--- config.mk ---
export PLATFORM = sky130hd
export DESIGN_NAME = truth_table_sweeper_flat
export DESIGN_NICKNAME = d
export VERILOG_FILES = /design/src/rtl/sweeper_pkg.sv /design/src/rtl/truth_table_sweeper_if.sv /design/src/rtl/settle_timer.sv /design/src/rtl/truth_table_sweeper.sv /design/src/flat_wrapper.sv
export SDC_FILE = /design/constraint.sdc
export NUM_CORES = 1
export LEC_CHECK = 0
export BUFFER_PORTS_ARGS = -buffer_cell sky130_fd_sc_hd__buf_2
export CORE_UTILIZATION = 55
export CTS_BUF_LIST = sky130_fd_sc_hd__clkbuf_2
export CTS_CLUSTER_DIAMETER = 150
export DETAILED_ROUTE_END_ITERATION = 8
export MAX_ROUTING_LAYER = met4
export PLACE_DENSITY_LB_ADDON = 0.2
export SLEW_MARGIN = 20
export SYNTH_ARGS = -nofsm -noshare
export SYNTH_HDL_FRONTEND = slang
export SYNTH_HIERARCHICAL = 1
export SYNTH_SLANG_ARGS = --single-unit
--- constraint.sdc ---
create_clock -name clk -period 2.5 [get_ports clk]
set_clock_uncertainty 0.05 [all_clocks]
set_input_delay 0.125 -clock clk [delete_from_list [all_inputs] [get_ports clk]]
set_output_delay 0.125 -clock clk [all_outputs]
set_load 0.05 [all_outputs]
--- src/rtl/sweeper_pkg.sv ---
// Shared types, table-width helper and reference truth-table IDs for the sweeper family.
package sweeper_pkg;

   typedef enum logic [1:0] {
      StIdle,
      StApply,
      StDone
   } state_e;

   // Truth-table width for a given number of DUT inputs.
   function automatic int unsigned tw(input int unsigned n_in);
      return 32'd1 << n_in;
   endfunction

   localparam logic [7:0] TT_MAJ3 = 8'hE8;
   localparam logic [7:0] TT_AND3 = 8'h80;
   localparam logic [7:0] TT_XOR3 = 8'h96;

endpackage

--- src/rtl/truth_table_sweeper_if.sv ---
// Control, DUT-drive and result signals of one truth-table sweeper.
interface truth_table_sweeper_if
   import sweeper_pkg::*;
#(
   parameter int unsigned N_IN = 3
);
   localparam int unsigned TW = tw(N_IN);

   logic            start;
   logic            abort;
   logic [TW-1:0]   expected;
   logic            dut_out;
   logic [N_IN-1:0] dut_in;
   logic            busy;
   logic            done;
   logic [TW-1:0]   table_out;
   logic            pass;
   logic [TW-1:0]   mismatch;

   modport master (
      output start, abort, expected, dut_out,
      input  dut_in, busy, done, table_out, pass, mismatch
   );

   modport slave (
      input  start, abort, expected, dut_out,
      output dut_in, busy, done, table_out, pass, mismatch
   );

endinterface

--- src/rtl/settle_timer.sv ---
// Loadable 8-bit up-counter; tc flags that the count has reached limit.
module settle_timer (
   input  logic       clk,
   input  logic       rst_n,
   input  logic       clear,
   input  logic       load,
   input  logic       en,
   input  logic [7:0] load_value,
   input  logic [7:0] limit,
   output logic       tc
);

   logic [7:0] count_q;

   // Count register: clear beats load beats increment.
   always_ff @(posedge clk) begin
      if (!rst_n) begin
         count_q <= 8'd0;
      end else if (clear) begin
         count_q <= 8'd0;
      end else if (load) begin
         count_q <= load_value;
      end else if (en) begin
         count_q <= count_q + 8'd1;
      end
   end

   assign tc = (count_q == limit);

endmodule

--- src/rtl/truth_table_sweeper.sv ---
// Drives every input combination into a combinational DUT, builds its truth table and
// compares it with a reference latched at start.
module truth_table_sweeper
   import sweeper_pkg::*;
#(
   parameter int unsigned N_IN          = 3,
   parameter int unsigned SETTLE_CYCLES = 2
) (
   input logic                  clk,
   input logic                  rst_n,
   truth_table_sweeper_if.slave bus
);

   localparam int unsigned     TW       = tw(N_IN);
   localparam logic [N_IN-1:0] IDX_LAST = N_IN'(TW - 1);
   localparam logic [7:0]      SETTLE   = 8'(SETTLE_CYCLES);

   state_e          state_q, state_d;
   logic [N_IN-1:0] idx_q, idx_d;
   logic [TW-1:0]   scratch_q, scratch_d;
   logic [TW-1:0]   exp_q, exp_d;
   logic [TW-1:0]   table_q, table_d;
   logic            pass_q, pass_d;
   logic [TW-1:0]   mism_q, mism_d;
   logic [TW-1:0]   captured;
   logic            timer_clear, timer_en, settled;

   settle_timer u_settle_timer (
      .clk        (clk),
      .rst_n      (rst_n),
      .clear      (timer_clear),
      .load       (1'b0),
      .en         (timer_en),
      .load_value (8'd0),
      .limit      (SETTLE),
      .tc         (settled)
   );

   // Sweep FSM; results are computed on the final capture so they are valid in the done cycle.
   always_comb begin
      state_d     = state_q;
      idx_d       = idx_q;
      scratch_d   = scratch_q;
      exp_d       = exp_q;
      table_d     = table_q;
      pass_d      = pass_q;
      mism_d      = mism_q;
      timer_clear = 1'b1;
      timer_en    = 1'b0;
      captured          = scratch_q;
      captured[idx_q]   = bus.dut_out;
      unique case (state_q)
         StIdle: begin
            if (bus.start) begin
               state_d = StApply;
               idx_d   = '0;
               exp_d   = bus.expected;
            end
         end
         StApply: begin
            // Abort wins over a capture landing in the same cycle.
            if (bus.abort) begin
               state_d = StIdle;
               idx_d   = '0;
            end else if (settled) begin
               scratch_d = captured;
               if (idx_q == IDX_LAST) begin
                  state_d = StDone;
                  table_d = captured;
                  pass_d  = (captured == exp_q);
                  mism_d  = captured ^ exp_q;
               end else begin
                  idx_d = idx_q + 1'b1;
               end
            end else begin
               timer_clear = 1'b0;
               timer_en    = 1'b1;
            end
         end
         StDone: begin
            state_d = StIdle;
            idx_d   = '0;
         end
         default: state_d = StIdle;
      endcase
   end

   // State and result registers.
   always_ff @(posedge clk) begin
      if (!rst_n) begin
         state_q   <= StIdle;
         idx_q     <= '0;
         scratch_q <= '0;
         exp_q     <= '0;
         table_q   <= '0;
         pass_q    <= 1'b0;
         mism_q    <= '0;
      end else begin
         state_q   <= state_d;
         idx_q     <= idx_d;
         scratch_q <= scratch_d;
         exp_q     <= exp_d;
         table_q   <= table_d;
         pass_q    <= pass_d;
         mism_q    <= mism_d;
      end
   end

   assign bus.busy      = (state_q == StApply);
   assign bus.done      = (state_q == StDone);
   assign bus.dut_in    = (state_q == StApply) ? idx_q : '0;
   assign bus.table_out = table_q;
   assign bus.pass      = pass_q;
   assign bus.mismatch  = mism_q;

endmodule

--- src/flat_wrapper.sv ---
// flat-port wrapper written by rule: the top's interface ports become plain ports
module truth_table_sweeper_flat import sweeper_pkg::*;
#(
   parameter int unsigned N_IN          = 3,
   parameter int unsigned SETTLE_CYCLES = 2
)
  (clk, rst_n, bus_start, bus_abort, bus_expected, bus_dut_out, bus_dut_in, bus_busy, bus_done, bus_table_out, bus_pass, bus_mismatch);
  truth_table_sweeper_if #(.N_IN(N_IN)) bus_i ();
  input logic clk;
  input logic rst_n;
  input wire logic [$bits(bus_i.start)-1:0] bus_start;
  input wire logic [$bits(bus_i.abort)-1:0] bus_abort;
  input wire logic [$bits(bus_i.expected)-1:0] bus_expected;
  input wire logic [$bits(bus_i.dut_out)-1:0] bus_dut_out;
  output wire logic [$bits(bus_i.dut_in)-1:0] bus_dut_in;
  output wire logic [$bits(bus_i.busy)-1:0] bus_busy;
  output wire logic [$bits(bus_i.done)-1:0] bus_done;
  output wire logic [$bits(bus_i.table_out)-1:0] bus_table_out;
  output wire logic [$bits(bus_i.pass)-1:0] bus_pass;
  output wire logic [$bits(bus_i.mismatch)-1:0] bus_mismatch;
  assign bus_i.start = bus_start;
  assign bus_i.abort = bus_abort;
  assign bus_i.expected = bus_expected;
  assign bus_i.dut_out = bus_dut_out;
  assign bus_dut_in = bus_i.dut_in;
  assign bus_busy = bus_i.busy;
  assign bus_done = bus_i.done;
  assign bus_table_out = bus_i.table_out;
  assign bus_pass = bus_i.pass;
  assign bus_mismatch = bus_i.mismatch;
  truth_table_sweeper #(.N_IN(N_IN), .SETTLE_CYCLES(SETTLE_CYCLES)) u_core (.clk(clk), .rst_n(rst_n), .bus(bus_i));
endmodule
# Word level (Yosys, flattened, before mapping)
# Cells that the tools add are included.
[word_totals] register_bits=46
[op_classes] addsub=2 order_cmp=2 eq_ne=9 muxes=20 bitwise=3 n_reduce_logical=9
[op_table] op="$mux 3" count=5
[op_table] op="$pmux 3 s3" count=1
[op_table] op="$add 8x1->8 const B" count=1
[op_table] op="$bwmux 8" count=1
[op_table] op="$eq 8x2->1 const B" count=1
[op_table] op="$eq 8x8->1" count=1
[op_table] op="$mux 2" count=4
[op_table] op="$reduce_and 4->1" count=2
[op_table] op="$xor 8x8->8" count=1
[op_table] op="$mux 1" count=7
[op_table] op="$ne 3x2->1 const B" count=2
[op_table] op="$reduce_and 3->1" count=2
[op_table] op="$lt 3x4->1 const B" count=1
[op_table] op="$pmux 2 s2" count=1
[op_table] op="$add 3x1->3 const B" count=1
[op_table] op="$demux 1 s3" count=1
[op_table] op="$eq 3x3->1 const B" count=1
[op_table] op="$ge 3x1->1 const B" count=1
[op_table] op="$ne 3x3->1 const B" count=1
[op_table] op="$reduce_bool 3->1" count=1
[op_table] op="$eq 2x1->1 const B" count=1
[op_table] op="$eq 2x2->1 const B" count=1
[op_table] op="$logic_not 2->1" count=1
[op_table] op="$ne 2x2->1 const B" count=1
[op_table] op="other kinds (4)" count=5

# Depth between registers and ports, before layout
[depth] depth_word=6 depth_mapped=10 mapped_depth_nobuf=8

# Cells and area by module
# The synthesis kept the hierarchy.
[modules_own_cells] mod="truth_table_sweeper" n_inst=1 cells_each=208 area_each_um2=1883.1
[modules_own_cells] mod="settle_timer" n_inst=1 cells_each=62 area_each_um2=536.8

# Worst setup path after synthesis
# Ideal clock, no wire load.
[synth_timing] path_kind="reg-to-output" start="reg u_core.state_q[0]" end="out bus_dut_in[0]" arrival_ns=1.748 t_required_ns=2.325 path_slack_ns=0.577 path_stages_with_launch=3 n_path_buf=0 path_cell_list="dfxtp_1 > nor2b_1 > and2_1"
[synth_via] elab_chain_cells=2
[synth_lines] element="start: declaration" line="truth_table_sweeper.sv:18" rtl="state_e state_q, state_d;"
[synth_lines] element="start signal: assignment" line="truth_table_sweeper.sv:91" rtl="state_q <= StIdle;"
[synth_lines] element="start signal: assignment" line="truth_table_sweeper.sv:99" rtl="state_q <= state_d;"
[synth_lines] element="$eq 2x1->1"
[synth_lines] element="net bus_busy" line="flat_wrapper.sv:16" rtl="output wire logic [$bits(bus_i.busy)-1:0] bus_busy;"
[synth_lines] element="$mux 3" line="truth_table_sweeper.sv:111" rtl="assign bus.dut_in = (state_q == StApply) ? idx_q : '0;"
[synth_lines] element="end: declaration" line="flat_wrapper.sv:15" rtl="output wire logic [$bits(bus_i.dut_in)-1:0] bus_dut_in;"
# The timed path passes the listed nets, and every way through them passes these cells.

# Worst setup path after layout
[layout_timing] start="reg u_core.u_settle_timer.count_q[3]" end="reg u_core.idx_q[0]"
[layout_via] elab_chain_cells=3
[layout_lines] element="start: declaration" line="settle_timer.sv:13" rtl="logic [7:0] count_q;"
[layout_lines] element="start signal: assignment" line="settle_timer.sv:22" rtl="count_q <= load_value;"
[layout_lines] element="start signal: assignment" line="settle_timer.sv:24" rtl="count_q <= count_q + 8'd1;"
[layout_lines] element="$eq 8x2->1" line="settle_timer.sv:28" rtl="assign tc = (count_q == limit);"
[layout_lines] element="net u_core.settled" line="truth_table_sweeper.sv:26" rtl="logic timer_clear, timer_en, settled;"
[layout_lines] element="$ne 3x2->1 (no source line)"
[layout_lines] element="$reduce_and 4->1 (no source line)"
[layout_lines] element="end signal: assignment" line="truth_table_sweeper.sv:100" rtl="idx_q <= idx_d;"
[layout_lines] element="end: declaration" line="truth_table_sweeper.sv:19" rtl="logic [N_IN-1:0] idx_q, idx_d;"
# The timed path passes the listed nets, and every way through them passes these cells.
# A chain may end at the register's enable or synchronous reset.

==> impl_metrics.tcl <==
set metrics [dict create \
    status "finished, final reports clean" \
    die_w_um 68.33 \
    synth.distinct_cells 41 \
    grt_max_degree 39 \
    slowest_delay_ns 0.42 \
    synthesis.area_mm2 0.002420 \
    r2r_cells 8 \
    ir_drop_mv 0.3047 \
    multi_input_area_mm2 0.001464 \
    post-route-util 0.6823 \
    final_hold_viol_count 0 \
    cts.clk_slew.worst_paths_ns 0.24 \
    postSynth.asyncResetShare 0 \
    start_util 0.5880 \
    io_pins 35 \
    regArea_um2 920.9 \
    r2r_setup_slack_ns 0.38 \
    crit_family "simple AND/OR/NAND/NOR gates" \
    cts_buffers 5 \
    n_fill_cell 339 \
    remaining_drc_errors 0 \
    worstHoldStart "bus_dut_out" \
    final.min_clock_period_ns 2.118 \
    finalSetupTns_ns 0 \
    synth.yosys.seq_area_share 0.3806 \
    die-area_mm2 0.004669 \
    cap_violations 0 \
    clkSinkCount 46 \
    wl_mm 4.884 \
    dr.first_iter.drc_count 127 \
    avgSynthCellArea_um2 8.962 \
    max_freq_mhz 472.1 \
    grt_pass1_wl_mm 7.728 \
    track_usage 0.2347 \
    syn_inst 270 \
    startpoint_type "flip-flop" \
    cts_resized 0 \
    ant_nets 0 \
    grt_pass1_vias 1715 \
    post-route-period-util 0.8472 \
    synth-edff-count 0 \
    path_buf_inv 0 \
    min_delay_path_depth 3 \
    yosys_warnings 6 \
    endpoint_kind "flip-flop" \
    critPathSlowestCell "dfxtp_1" \
    worst_pin_slew_ns 0.6418 \
    via_per_inst 5.271 \
    avgRoutedWirePerCell_um 12.95 \
    areaGrowthSynthToFinish_pct 16.03 \
    die_height_um 68.33 \
    row_count 23 \
    route.vias.total 1987 \
    holdPathEnd "u_core/scratch_q[3]" \
    antenna_found_initial 0 \
    r2r-start "u_core/u_settle_timer/count_q[3]" \
    cts_buffer_depth 2 \
    drive_gt1_frac 0.1590 \
    io_buffers 34 \
    num_antenna_cells 0 \
    gp_congestion 0.8043 \
    clock_latency_ns 0.41 \
    first_pass_iters 4 \
    r2r-end "u_core/idx_q[0]" \
    leakage_nw 1.367 \
    htree_levels 2 \
    core_mm2 0.004115 \
    crit_arrival_ns 2.40 \
    critPathRequiredTime_ns 2.79 \
    ys_seq_elements 46 \
    overflow 0 \
    tritoncts "built" \
    critPathKind "flip-flop to flip-flop" \
    hold_path.class "primary input to flip-flop" \
    path_cells "xnor2_1 > nand4_1 > nor2_1 > nor2b_1 > o21bai_1 > a21oi_1 > mux2i_1 > nor2b_1" \
    crit_top_cell "nor2b_1" \
    total_power_mw 1.296 \
    report.final.slew_viol_count 0 \
    setup_violations 0 \
    ys.flop_type "dfxtp_1" \
    final_nets 342 \
    power.density_mw_per_mm2 461.5 \
    rsz0062_at_grt "false" \
    cts-root-buf "clkbuf_2" \
    crit_fanout 7 \
    detailed_place_hpwl_mm 3.443 \
    max-slew-margin-rel 0.5716 \
]
==> through the flow <==
step	instance area, um^2	std cells	worst slack [ns]	hold slack (ns)
after CTS	2808	377	0.3849	0.05560
after global placement	2663	361	0.4399	0.3282
after detailed placement	2663	361	0.4288	0.3322
final	2808	377	0.3820	0.08692
after global routing	2808	377	0.1647	0.07423
after floorplan	2495	290	0.5768	0.2199
==> cells in the mapped netlist (all sizes together) (5+ instances only) <==
cell type / instances / area [um^2]
dfxtp: 46 / 920.9
xnor2: 18 / 157.7
mux2i: 18 / 183.9
and2: 6 / 37.54
nor3b: 7 / 63.81
nand3: 8 / 40.04
nor2: 7 / 26.28
o21ai: 7 / 35.03
clkbuf: 9 / 35.03
nand2: 46 / 172.7
nor2b: 13 / 81.33
and3: 5 / 31.28
nand3b: 5 / 62.56
buf: 8 / 60.05
a21boi: 16 / 120.1
o211a: 11 / 110.1
nand4: 5 / 37.53
==> cell type report <==
cell class | count | share of cell area
repair buffers | 46 | 0.09982
inverters | 4 | 0.005348
well taps | 50 | 0.02228
clock inverters | 1 | 0.01070
flip-flops and latches | 46 | 0.3280
clock buffers | 7 | 0.01248
multi-input cells | 223 | 0.5214
==> power by group <==
group          total (mW)  internal [mW]  switching, mW
Clock               0.414          0.178          0.236
Combinational       0.123         0.0561         0.0671
Sequential          0.758          0.747         0.0119
Total                1.30          0.981          0.315
==> placed cells by master (no fill, tap or decap), types with 7 or more instances in the layout <==
master	n
o211a_1	11
conb_1	22
o21ai_0	7
buf_2	34
xnor2_1	18
clkbuf_2	7
a21boi_0	16
dfxtp_1	46
nand2_1	46
dlygate4sd3_1	8
nand3_1	8
nor2b_1	13
mux2i_1	17
nor2_1	7
==> cell families after synthesis <==
logic type / after synthesis / share of synthesized area
adder cells (fa/ha/maj): 3 / 0.01551
multiplexers: 18 / 0.07601
AO/OA/AOI/OAI: 46 / 0.1422
flip-flops: 46 / 0.3806
other: 2 / 0.003104
buffers and inverters: 21 / 0.04550
AND/OR/NAND/NOR: 114 / 0.2647
XOR/XNOR: 20 / 0.07239
==> layer usage <==
| layer | GRT usage | share of wire |
|---|---|---|
| met1 | 0.2872 | 0.48 |
| met2 | 0.3738 | 0.47 |
| met3 | 0.04500 | 0.043 |
| met4 | 0.1016 | 0.012 |
| met5 | - | 0 |
==> worst max-delay path by stage <==
stage                                startpoint  cells after the start               to
6_report       u_core/u_settle_timer/count_q[3]                      8  u_core/idx_q[0]
5_1_grt        u_core/u_settle_timer/count_q[3]                      8  u_core/idx_q[0]
4_1_cts        u_core/u_settle_timer/count_q[3]                      8  u_core/idx_q[0]
3_5_place_dp   u_core/u_settle_timer/count_q[3]                      8  u_core/idx_q[0]
3_3_place_gp   u_core/u_settle_timer/count_q[3]                      8  u_core/idx_q[0]
2_1_floorplan                 u_core/state_q[0]                      2    bus_dut_in[0]
==> what timing repair did <==
item | 4_1_cts | 5_1_grt
endpoints found under the hold margin | 8 | 0
hold buffers | 8 | 0
buffers inserted | 0 | 0
==> registers in the layout (all words and copies together) (netlist names) <==
| name | flops |
|---|---|
| u_core/exp_q | 8 |
| u_core/idx_q | 3 |
| u_core/bus.mismatch | 8 |
| u_core/scratch_q | 8 |
| u_core/state_q | 2 |
| u_core/bus.table_out | 8 |
| u_core/bus.pass | 1 |
| u_core/u_settle_timer/count_q | 8 |
==> worst reg2reg max path, stage by stage (launching register included) <==
cell and delay (ns):
dfxtp_1 0.42, xnor2_1 0.18, nand4_1 0.12, nor2_1 0.35, nor2b_1 0.19, o21bai_1 0.07
a21oi_1 0.36, mux2i_1 0.24, nor2b_1 0.06
(Power assumes the default switching activity.)
